[src/rtl/keypad_entry_buffer.sv]
// Shift-in BCD time-entry register for a microwave keypad: collects digits,
// validates the preset on start, strobes the countdown load and locks out keys while cooking.
module keypad_entry_buffer #(
  parameter int NUM_DIGITS = 3,
  parameter int MAX_TENS   = 5
) (
  input  logic                    clk,
  input  logic                    clear,
  input  logic [3:0]              key_bcd,
  input  logic                    key_strobe,
  input  logic                    start_req,
  input  logic                    cancel_req,
  input  logic                    timer_done,
  output logic [4*NUM_DIGITS-1:0] entry_bcd,
  output logic [2:0]              digit_count,
  output logic                    load_pulse,
  output logic                    locked,
  output logic                    err
);

  localparam int W = 4 * NUM_DIGITS;

  typedef enum logic [1:0] {IDLE, ENTRY, LOCKED} state_t;

  state_t         state_q, state_d;
  logic [W-1:0]   entry_q, entry_d;
  logic [2:0]     count_q, count_d;
  logic           load_q, load_d;
  logic           locked_q, locked_d;
  logic           err_q, err_d;

  logic           key_valid;
  logic           tens_ok;
  logic [W-1:0]   shifted;

  assign key_valid = (key_bcd <= 4'd9);
  assign tens_ok   = (entry_q[7:4] <= 4'(MAX_TENS));
  assign shifted   = {entry_q[W-5:0], key_bcd};

  // Each branch chain follows the fixed priority: cancel, timer_done, start, key.
  always_comb begin
    state_d  = state_q;
    entry_d  = entry_q;
    count_d  = count_q;
    load_d   = 1'b0;
    err_d    = 1'b0;
    case (state_q)
      IDLE: begin
        if (cancel_req || timer_done) begin
          state_d = IDLE;
        end else if (start_req) begin
          err_d = 1'b1;
        end else if (key_strobe) begin
          if (key_valid) begin
            entry_d = {{(W-4){1'b0}}, key_bcd};
            count_d = 3'd1;
            state_d = ENTRY;
          end else begin
            err_d = 1'b1;
          end
        end
      end
      ENTRY: begin
        if (cancel_req) begin
          entry_d = '0;
          count_d = 3'd0;
          state_d = IDLE;
        end else if (timer_done) begin
          state_d = ENTRY;
        end else if (start_req) begin
          if (tens_ok) begin
            load_d  = 1'b1;
            state_d = LOCKED;
          end else begin
            err_d = 1'b1;
          end
        end else if (key_strobe) begin
          if (!key_valid || count_q == 3'(NUM_DIGITS)) begin
            err_d = 1'b1;
          end else begin
            entry_d = shifted;
            count_d = count_q + 3'd1;
          end
        end
      end
      LOCKED: begin
        if (cancel_req || timer_done) begin
          entry_d = '0;
          count_d = 3'd0;
          state_d = IDLE;
        end
      end
      default: begin
        entry_d = '0;
        count_d = 3'd0;
        state_d = IDLE;
      end
    endcase
    locked_d = (state_d == LOCKED);
  end

  always_ff @(posedge clk) begin
    if (clear) begin
      state_q  <= IDLE;
      entry_q  <= '0;
      count_q  <= 3'd0;
      load_q   <= 1'b0;
      locked_q <= 1'b0;
      err_q    <= 1'b0;
    end else begin
      state_q  <= state_d;
      entry_q  <= entry_d;
      count_q  <= count_d;
      load_q   <= load_d;
      locked_q <= locked_d;
      err_q    <= err_d;
    end
  end

  assign entry_bcd   = entry_q;
  assign digit_count = count_q;
  assign load_pulse  = load_q;
  assign locked      = locked_q;
  assign err         = err_q;

endmodule

[config.mk]
export PLATFORM = sky130hd
export DESIGN_NAME = keypad_entry_buffer
export DESIGN_NICKNAME = d
export VERILOG_FILES = /design/src/rtl/keypad_entry_buffer.sv
export SDC_FILE = /design/constraint.sdc
export NUM_CORES = 1
export LEC_CHECK = 0
export ABC_AREA = 1
export ABC_CLOCK_PERIOD_IN_PS = 1550
export BUFFER_PORTS_ARGS = -buffer_cell sky130_fd_sc_hd__buf_2
export CELL_PAD_IN_SITES_DETAIL_PLACEMENT = 1
export CELL_PAD_IN_SITES_GLOBAL_PLACEMENT = 1
export CORE_MARGIN = 1.5
export CORE_UTILIZATION = 35
export CTS_CLUSTER_SIZE = 12
export DETAILED_ROUTE_END_ITERATION = 7
export GPL_TIMING_DRIVEN = 0
export PLACE_DENSITY = 0.89
export SETUP_SLACK_MARGIN = 0.05
export SYNTH_ARGS = -nofsm -noshare
export SYNTH_HDL_FRONTEND = slang
export SYNTH_SLANG_ARGS = --single-unit
[constraint.sdc]
create_clock -name clk -period 1.55 [get_ports clk]
set_input_delay 0.465 -clock clk [delete_from_list [all_inputs] [get_ports clk]]
set_output_delay 0.465 -clock clk [all_outputs]
set_load 0.01 [all_outputs]
# ---- Word-level counts from Yosys, hierarchy flattened
# Cells that the tools add are included.
dict set report totals {
  register_bits 20
  output_inout_bits 18
}
dict set report op_classes {
  muxes 44
  reduce_logical 6
  add_sub_neg 1
  n_eq_ne 13
  magnitude_cmp 2
  n_bitwise 2
}
# cell n
set op_table {}
lappend op_table {{$mux 12} 10}
lappend op_table {{$pmux 12 s3} 1}
lappend op_table {{$mux 3} 10}
lappend op_table {{$mux 2} 9}
lappend op_table {{$ne 3x3->1 const B} 4}
lappend op_table {{$mux 1} 11}
lappend op_table {{$ne 2x2->1 const B} 5}
lappend op_table {{$pmux 3 s3} 1}
lappend op_table {{$reduce_and 9->1} 1}
lappend op_table {{$pmux 2 s3} 1}
lappend op_table {{$reduce_or 5->1} 1}
lappend op_table {{$eq 2x2->1 const B} 2}
lappend op_table {{$le 4x3->1 const B} 1}
lappend op_table {{$le 4x4->1 const B} 1}
lappend op_table {{$add 3x1->3 const B} 1}
lappend op_table {{$eq 3x2->1 const B} 1}
lappend op_table {{$eq 2x1->1 const B} 1}
lappend op_table {{$logic_not 2->1} 1}
lappend op_table {{$logic_or 1x1->1} 2}
lappend op_table {{$not 1->1} 2}
lappend op_table {{$pmux 1 s2} 1}
lappend op_table {{$logic_not 1->1} 1}

# ---- Logic depth before layout (Yosys ltp)
# Gate-level depths: netlist of run 1.
dict set report logic_depth {
  ltp_word 9
  mapped_depth 10
  ltp_nobuf 9
}

# ---- Least setup slack after synthesis of run 1
# No wires, ideal clock.
dict set report synth_timing {
  path_type {register to register}
  startpoint {reg count_q[0] (netlist: digit_count[0])}
  endpoint {reg entry_q[10] (netlist: entry_bcd[10])}
  path_stages_with_launch 10
  required_ps 1441
  synth_period_minus_slack_ps 1374
  arrival_time_ps 1265
  setup_time_ps 109
  slack_ps 176
  cell_sequence {dfxtp_1 ha_1 ha_1 inv_1 nand3_1 nand2_1 buf_2 nand4_1 nand2_1 nor2_2}
}
dict set report synth_between {
  elab_chain_len 4
}
# item line
set synth_lines {}
lappend synth_lines {{start, declared} 27} ;# logic [2:0] count_q, count_d;
lappend synth_lines {{start signal, assigned} 113} ;# count_q <= count_d;
lappend synth_lines {{$eq 3x2->1} 78} ;# if (!key_valid || count_q == 3'(NUM_DIGITS)) begin
lappend synth_lines {{$logic_or 1x1->1} 78}
lappend synth_lines {{$ne 3x3->1 (no source line)} --}
lappend synth_lines {{$reduce_and 9->1 (no source line)} --}
lappend synth_lines {{end signal, assigned} 112} ;# entry_q <= entry_d;
lappend synth_lines {{end, declared} 26} ;# logic [W-1:0] entry_q, entry_d;
# Every way passes these cells.
# A chain may end at the register's enable or synchronous reset.

# ---- Worst setup path after layout of run 1
dict set report layout_timing {
  startpoint {reg count_q[0] (netlist: digit_count[0])}
  endpoint {reg count_q[2] (netlist: digit_count[2])}
}
dict set report layout_between {
  elab_chain_len 7
  elab_cells_between_ends 11
  cone_classes {add/sub: 1; eq/ne: 2; mux: 6; reduce/logical: 2}
}
# item line
set layout_lines {}
lappend layout_lines {{$add 3x1->3} 82} ;# count_d = count_q + 3'd1;
lappend layout_lines {{$mux 3} 78}
lappend layout_lines {{$mux 3} 77} ;# end else if (key_strobe) begin
lappend layout_lines {{$mux 3} 70} ;# end else if (start_req) begin
lappend layout_lines {{$mux 3} 68} ;# end else if (timer_done) begin
lappend layout_lines {{$mux 3} 64} ;# if (cancel_req) begin
lappend layout_lines {{$pmux 3 s3} 47} ;# case (state_q)
# Several ways; a longest one is shown, not always the timed one. The select of a mux whose other input is x is not followed.

==> results of run 1 <==
-- cell families after synthesis --
kind of cell / share of synthesized area (%)
simple gates: 39.1
fa+ha+maj: 2.24
buf+inv: 16.2
flops: 35.8
compound gates: 6.60
-- through the flow --
stage,setup WS (ns),std cells,setup TNS [ns]
finish,0.0725,252,0
global route,-0.0280,252,-0.0530
CTS,0.0664,250,0
detailed placement,-0.0889,245,-0.846
global placement,-0.0474,245,-0.173
floorplan,0.176,174,0
-- final cells by class --
| type | count | area (um^2) | share of cell area [%] |
|---|---|---|---|
| Multi-Input combinational cell | 114 | 614 | 42.0 |
| Sequential cell | 20 | 407 | 27.8 |
| Timing Repair Buffer | 30 | 161 | 11.0 |
| Inverter | 34 | 128 | 8.72 |
| Buffer | 6 | 62.6 | 4.27 |
| Tap cell | 44 | 55.1 | 3.76 |
| Clock buffer | 4 | 36.3 | 2.48 |
-- worst max-delay path by stage --
stage,start,end,slack (ns),depth (start not counted)
after floorplan,digit_count[0],entry_bcd[10],0.18,9
after global placement,cancel_req,entry_bcd[3],-0.05,10
after detailed placement,cancel_req,entry_bcd[3],-0.09,10
after CTS,digit_count[0],digit_count[0],0.07,10
after global routing,cancel_req,entry_bcd[3],-0.03,10
final,digit_count[0],digit_count[2],0.07,9
-- layout by cell type, fill, tap and decap left out, drive strengths merged --
cell / instances
dfxtp: 20
nand4: 11
a21oi: 3
clkbuf: 6
buf: 34
ha: 2
o211ai: 2
nor4: 1
a211oi: 2
o21ai: 5
nand2: 51
nor2: 33
nand3: 4
inv: 34
-- per-layer routing --
| metal | up-vias | GRT usage (%) |
|---|---|---|
| met4 | 0 | 6.98 |
| met5 | - | 0 |
| met3 | 5 | 3.49 |
| met1 | 550 | 26.6 |
| met2 | 19 | 30.9 |
| li1 | 599 | - |
-- power by group --
part | switching, mW | total, mW | internal, mW
sequential | 0.0131 | 0.547 | 0.534
clock | 0.173 | 0.317 | 0.144
combinational | 0.121 | 0.195 | 0.0734
total | 0.307 | 1.06 | 0.751
-- timing repair --
action | in CTS | in global routing
resized for setup | 8 | 26
pin swaps | 0 | 14
gates cloned | 1 | 1
setup buffers | 0 | 1
endpoints found under the setup margin | 15 | 16
-- sequential cells by signal, summed over array words and instances, names as in the netlist --
| signal | cells |
|---|---|
| state_q | 2 |
| digit_count | 3 |
| entry_bcd | 12 |
| locked | 1 |
| load_pulse | 1 |
| err | 1 |
==> qor.yml, run 1 <==
detailed_routing:
  vias: 1173
  routed_via_density: 4.65
  drtAntennaViolNets: 0
  dr_wl_met2_mm: 1.67
  wl_mm: 3.45
  drcViolationCount: 0
  wl_met3_um: 96
  wl_met1_mm: 1.65
  wl_per_cell_um: 13.7
  dr.pass1.iters: 4
  top_layer_used: "met4"
  dr.first_iter.drc_count: 22
clock_network:
  cts_buffers: 3
  cts-htree-levels: 1
  root_buffer: "clkbuf_4"
  clkSinkCount: 20
  clkTransAtPathRegs_ns: 0.12
  clockBufferDepth: 2
  ctsHoldBuffers: 0
  worstSkewPairLatency_ns: 0.32
  cts_tree: "yes"
timing:
  worst_clock_skew_ns: 0.00485
  tightest_slew_ns: 0.503
  period_needed_ns: 1.48
  timing.hold.ws_ns: 0.332
  period_share_pct: 95.3
  hold_viol: 0
  drv_slew: 0
  clock.fmax_ghz: 0.677
  relSlewSlack_pct: 66.3
  setup_viol: 0
  rsz0062_at_grt: "true"
global_route:
  grt_max_degree: 12
  antenna_found_initial: 0
  grt_pass1_vias: 1132
  grt_first_pass_wirelength_mm: 5.22
  track_usage_pct: 19.5
  grt_overflow: 0
synthesis:
  ys_top_cells_by_area: "dfxtp_1, nand2_1, inv_1"
  synth.yosys.seq_area_share_pct: 35.8
  ys_types: 22
  synth-main-ff-cell: "dfxtp_1"
  synth.net_count: 186
  synth_top_area_share_pct: 35.8
  yosys.area.top_type: "dfxtp_1"
  syn-cell-area_um2: 1120
  synthArstFlopShare_pct: 0
  synth_area_per_cell_um2: 6.43
  synth_commonest_cells: "nand2_1, inv_1, nor2_1"
  synth_cells: 174
  synth-seq-cells: 20
  yosys_warnings: 0
  synthMostInstantiatedCell: "nand2_1"
  synth-edff-count: 0
die:
  die_area_um2: 3540
  ioPinCount: 28
  die_y_um: 59.5
  core_area_um2: 3050
  fp.dieW_um: 59.5
  initial_core_util_pct: 36.6
  num_rows: 20
finish:
  post-route-util_pct: 48.0
  final_nets: 221
  drive_above_1_share_pct: 34.6
  syn_to_final_growth_pct: 30.9
  fin_area_um2: 1460
  fillers: 429
  antenna_cells: 0
worst_setup_path:
  crit_path_top_delay_cell: "dfxtp_4"
  worstPathCellList: "ha_4 -> ha_4 -> inv_2 -> nand3_2 -> nand2_4 -> nand3_4 -> buf_4 -> nor2_1 -> nor2_1"
  max_stage_delay_ns: 0.38
  critPathMaxFanout: 5
  worst_ep_required_time_ns: 1.78
  cp.buffers_inverters: 2
  reg2reg_from: "digit_count[0]"
  r2r_slack_ns: 0.07
  critPathCaptureType: "flop"
  worstPathArrival_ns: 1.70
  reg2reg_depth: 9
  r2r-end: "digit_count[2]"
  setup.worst_path.class: "reg2reg"
  start_kind: "flop"
  crit_family: "simple AND/OR/NAND/NOR gates"
place:
  dpl_cell_area_um2: 1310
  numPortBuffers: 27
  place.gp.congestion: 0.808
  dp_hpwl_mm: 2.13
power_and_ir_drop:
  powerDensity_nw_per_um2: 723
  p_leak_nw: 0.724
  vdd_drop_max_mv: 0.466
  finalPower_mw: 1.06
worst_hold_path:
  hold_path_depth: 2
  min_path_type: "in2reg"
  hp-start: "clear"
  hold_path_end: "state_q[0]"
status:
  outcome: "completed"
flow_run:
  maxCapViolCount: 0
Note: power is estimated with default switching activity, not from simulation.
==> run 2: changes to the inputs <==
--- a/config.mk
+++ b/config.mk
@@ -5,13 +5,12 @@
 export SDC_FILE = /design/constraint.sdc
 export NUM_CORES = 1
 export LEC_CHECK = 0
-export ABC_AREA = 1
 export ABC_CLOCK_PERIOD_IN_PS = 1550
 export BUFFER_PORTS_ARGS = -buffer_cell sky130_fd_sc_hd__buf_2
 export CELL_PAD_IN_SITES_DETAIL_PLACEMENT = 1
 export CELL_PAD_IN_SITES_GLOBAL_PLACEMENT = 1
 export CORE_MARGIN = 1.5
-export CORE_UTILIZATION = 35
+export CORE_UTILIZATION = 39
 export CTS_CLUSTER_SIZE = 12
 export DETAILED_ROUTE_END_ITERATION = 7
 export GPL_TIMING_DRIVEN = 0
==> run 2 against run 1 <==
Compared with the run above:
- the flow now finishes with violations (negative setup slack)
- critical path type unchanged
- critical endpoint is now entry_bcd[8]
- hold slack gained 0.012 ns
- fmax shrank 15%
- clock power grew 20%
- via count shrank 2.8%
- combinational power shrank 30%
- register-to-register slack lost 0.26 ns
- sequential power shrank 4.8%
- power shrank 1.9%
- utilization grew 13 points
==> qor.yml, run 2 <==
detailed_routing:
  drcViolationCount: 0  # unchanged
  dr.pass1.iters: 4  # unchanged
  routed_via_density: 6.13  # was 4.65
  wl_per_cell_um: 22.8  # was 13.7 um
  drtAntennaViolNets: 0  # unchanged
  vias: 1140  # was 1173
  wl_mm: 4.23  # was 3.45 mm
  dr.first_iter.drc_count: 34  # was 22
die:
  fp.dieW_um: 57.1  # was 59.5 um
  die_area_um2: 3260  # was 3540 um^2
  num_rows: 19  # was 20
  ioPinCount: 28  # unchanged
  core_area_um2: 2760  # was 3050 um^2
  initial_core_util_pct: 41.4  # was 36.6%
  die_y_um: 57.1  # was 59.5 um
global_route:
  track_usage_pct: 26.1  # was 19.5%
  grt_max_degree: 13  # was 12
  antenna_found_initial: 0  # unchanged
  grt_first_pass_wirelength_mm: 6.45  # was 5.22 mm
  grt_pass1_vias: 1229  # was 1132
  grt_overflow: 0  # unchanged
synthesis:
  synth.net_count: 124  # was 186
  synth_area_per_cell_um2: 10.2  # was 6.43 um^2
  synthArstFlopShare_pct: 0  # unchanged
  synth-edff-count: 0  # unchanged
  synth_commonest_cells: "dfxtp_1, nand2_1, o311ai_1"  # was nand2_1, inv_1, nor2_1
  synth_cells: 112  # was 174
  synth.yosys.seq_area_share_pct: 35.0  # was 35.8%
  synth-seq-cells: 20  # unchanged
  synth-main-ff-cell: "dfxtp_1"  # unchanged
  yosys_warnings: 0  # unchanged
  syn-cell-area_um2: 1140  # was 1120 um^2
  synthMostInstantiatedCell: "dfxtp_1"  # was nand2_1
  yosys.area.top_type: "dfxtp_1"  # unchanged
  synth_top_area_share_pct: 35.0  # was 35.8%
  ys_top_cells_by_area: "dfxtp_1, o311ai_1, a41o_1"  # was dfxtp_1, nand2_1, inv_1
  ys_types: 40  # was 22
timing:
  setup_slack_ns: -0.192  # was 0.0725 ns
  period_needed_ns: 1.74  # was 1.48 ns
  period_share_pct: 112  # was 95.3%
  hold_viol: 0  # unchanged
  clock.fmax_ghz: 0.574  # was 0.677 GHz
  drv_slew: 0  # unchanged
  tightest_slew_ns: 0.703  # was 0.503 ns
  relSlewSlack_pct: 53.1  # was 66.3%
  setup_viol: 16  # was 0
  timing.hold.ws_ns: 0.344  # was 0.332 ns
  rsz0062_at_grt: "true"  # unchanged
  worst_clock_skew_ns: 0.00819  # was 0.00485 ns
  fin_setup_tns_ns: -2.14  # was 0 ns
power_and_ir_drop:
  finalPower_mw: 1.04  # was 1.06 mW
  combinationalPowerShare_pct: 13.2  # was 18.4%
  seqPwrFrac_pct: 50.2  # was 51.7%
  powerDensity_nw_per_um2: 622  # was 723 nW/um^2
  switching_share_pct: 26.3  # was 29.0%
  p_leak_nw: 0.664  # was 0.724 nW
  vdd_drop_max_mv: 0.516  # was 0.466 mV
  p_sw_uw: 273  # was 307 uW
  power.internal_uw: 765  # was 751 uW
  clock_power_share_pct: 36.6  # was 29.9%
clock_network:
  cts-htree-levels: 1  # unchanged
  cts_tree: "yes"  # unchanged
  root_buffer: "clkbuf_4"  # unchanged
  clkSinkCount: 20  # unchanged
  clkTransAtPathRegs_ns: 0.12  # about the same
  worstSkewPairLatency_ns: 0.33  # was 0.32 ns
  cts_buffers: 3  # unchanged
  clockBufferDepth: 2  # unchanged
worst_setup_path:
  start_kind: "flop"  # unchanged
  critPathMaxFanout: 10  # was 5
  worstPathArrival_ns: 1.95  # was 1.70 ns
  r2r_slack_ns: -0.19  # was 0.07 ns
  critPathCaptureType: "flop"  # unchanged
  r2r-end: "entry_bcd[8]"  # was digit_count[2]
  reg2reg_depth: 6  # was 9
  setup.worst_path.class: "reg2reg"  # unchanged
  worst_ep_required_time_ns: 1.76  # was 1.78 ns
  reg2reg_from: "digit_count[0]"  # unchanged
place:
  place.gp.congestion: 0.776  # was 0.808
  place_ws_ns: -0.462  # was -0.0889 ns
  numPortBuffers: 24  # was 27
  dp_hpwl_mm: 2.42  # was 2.13 mm
finish:
  final_nets: 168  # was 221
  antenna_cells: 0  # unchanged
  fillers: 302  # was 429
  largest_reg_flops: 12  # unchanged
  drive_above_1_share_pct: 55.5  # was 34.6%
  mostFrequentLayoutCells: "buf_2, dfxtp_1, buf_4, nand2_1, buf_6"  # was nand2_1, inv_1, buf_2, nor2_1, dfxtp_1
  layout_commonest_cell: "buf_2"  # was nand2_1
  syn_to_final_growth_pct: 46.2  # was 30.9%
status:
  violations: "negative setup slack"
  outcome: "finished with violations"  # was completed
worst_hold_path:
  hold_path_depth: 2  # unchanged
  hp-start: "timer_done"  # was clear
  hold_path_end: "state_q[1]"  # was state_q[0]
  min_path_type: "in2reg"  # unchanged
flow_run:
  maxCapViolCount: 0  # unchanged
[run 2: cell types whose count changed in the layout (fill, tap and decap cells not counted), sizes merged, moves of 5 or more]
cell    delta
o311ai     +7
nand2     -41
nor4       +5
inv       -31
buf       +13
nand4     -11
nor2      -30
[run 2: critical path, stage by stage, from the launching register on]
cell	delay, ns
dfxtp_4	0.37
ha_4	0.16
ha_4	0.17
o41a_4	0.40
buf_12	0.17
o311ai_2	0.23
o31ai_1	0.12
[run 2: layout make-up]
class                           instances  area, um^2  area share (%)
Multi-Input combinational cell         77         778            46.6
Sequential cell                        20         412            24.6
Timing Repair Buffer                   39         253            15.1
Buffer                                 12         130            7.79
Clock buffer                            4        47.5            2.85
Tap cell                               31        38.8            2.32
Inverter                                3        11.3           0.674
[run 2: timing repair]
action                                 CTS  global route
resized for setup                       14            12
setup endpoints to repair               17            18
hold buffers                             0             0
endpoints found under the hold margin    0             0
gates cloned                             2             1
pin swaps                                4             4
setup buffers                           11             1
[run 2: how the worst max path moves through the flow]
stage / cells after the start / slack (ns) / to / startpoint
after floorplan: 5 / -0.15 / entry_bcd[10] / key_bcd[1]
after global placement: 6 / -0.36 / digit_count[2] / key_bcd[1]
after detailed placement: 6 / -0.46 / entry_bcd[8] / key_bcd[1]
after CTS: 6 / -0.15 / digit_count[1] / digit_count[0]
after global routing: 6 / -0.24 / entry_bcd[8] / digit_count[0]
final: 6 / -0.19 / entry_bcd[8] / digit_count[0]
[run 2: kinds of logic after synthesis]
family | count (synthesis) | share of synthesized area [%]
AOI/OAI and AO/OA | 44 | 35.0
and+or+nand+nor | 31 | 19.9
DFF | 20 | 35.0
buffers and inverters | 15 | 7.78
adders and majority gates | 2 | 2.19
[run 2: metrics by stage]
stage	cell area, um^2	cells	util [%]
2_1_floorplan	1220	112	-
3_3_place_gp	1380	167	50.0
3_5_place_dp	1380	167	50.0
4_1_cts	1570	184	57.0
5_1_grt	1670	186	60.6
6_report	1670	186	60.6
[run 2: power groups by stage]
stage	combinational (mW)	sequential, mW	clock (mW)
after global routing	0.144	0.522	0.413
after CTS	0.125	0.523	0.375
after floorplan	0.0765	0.536	0
after global placement	0.111	0.534	0
final	0.137	0.521	0.380
after detailed placement	0.116	0.535	0
[run 2: per-layer routing]
layer	global-route usage (%)	part of all wire, %
met5	0	0
met4	7.31	2.1
met3	2.72	2.6
met2	46.8	53
met1	33.1	43
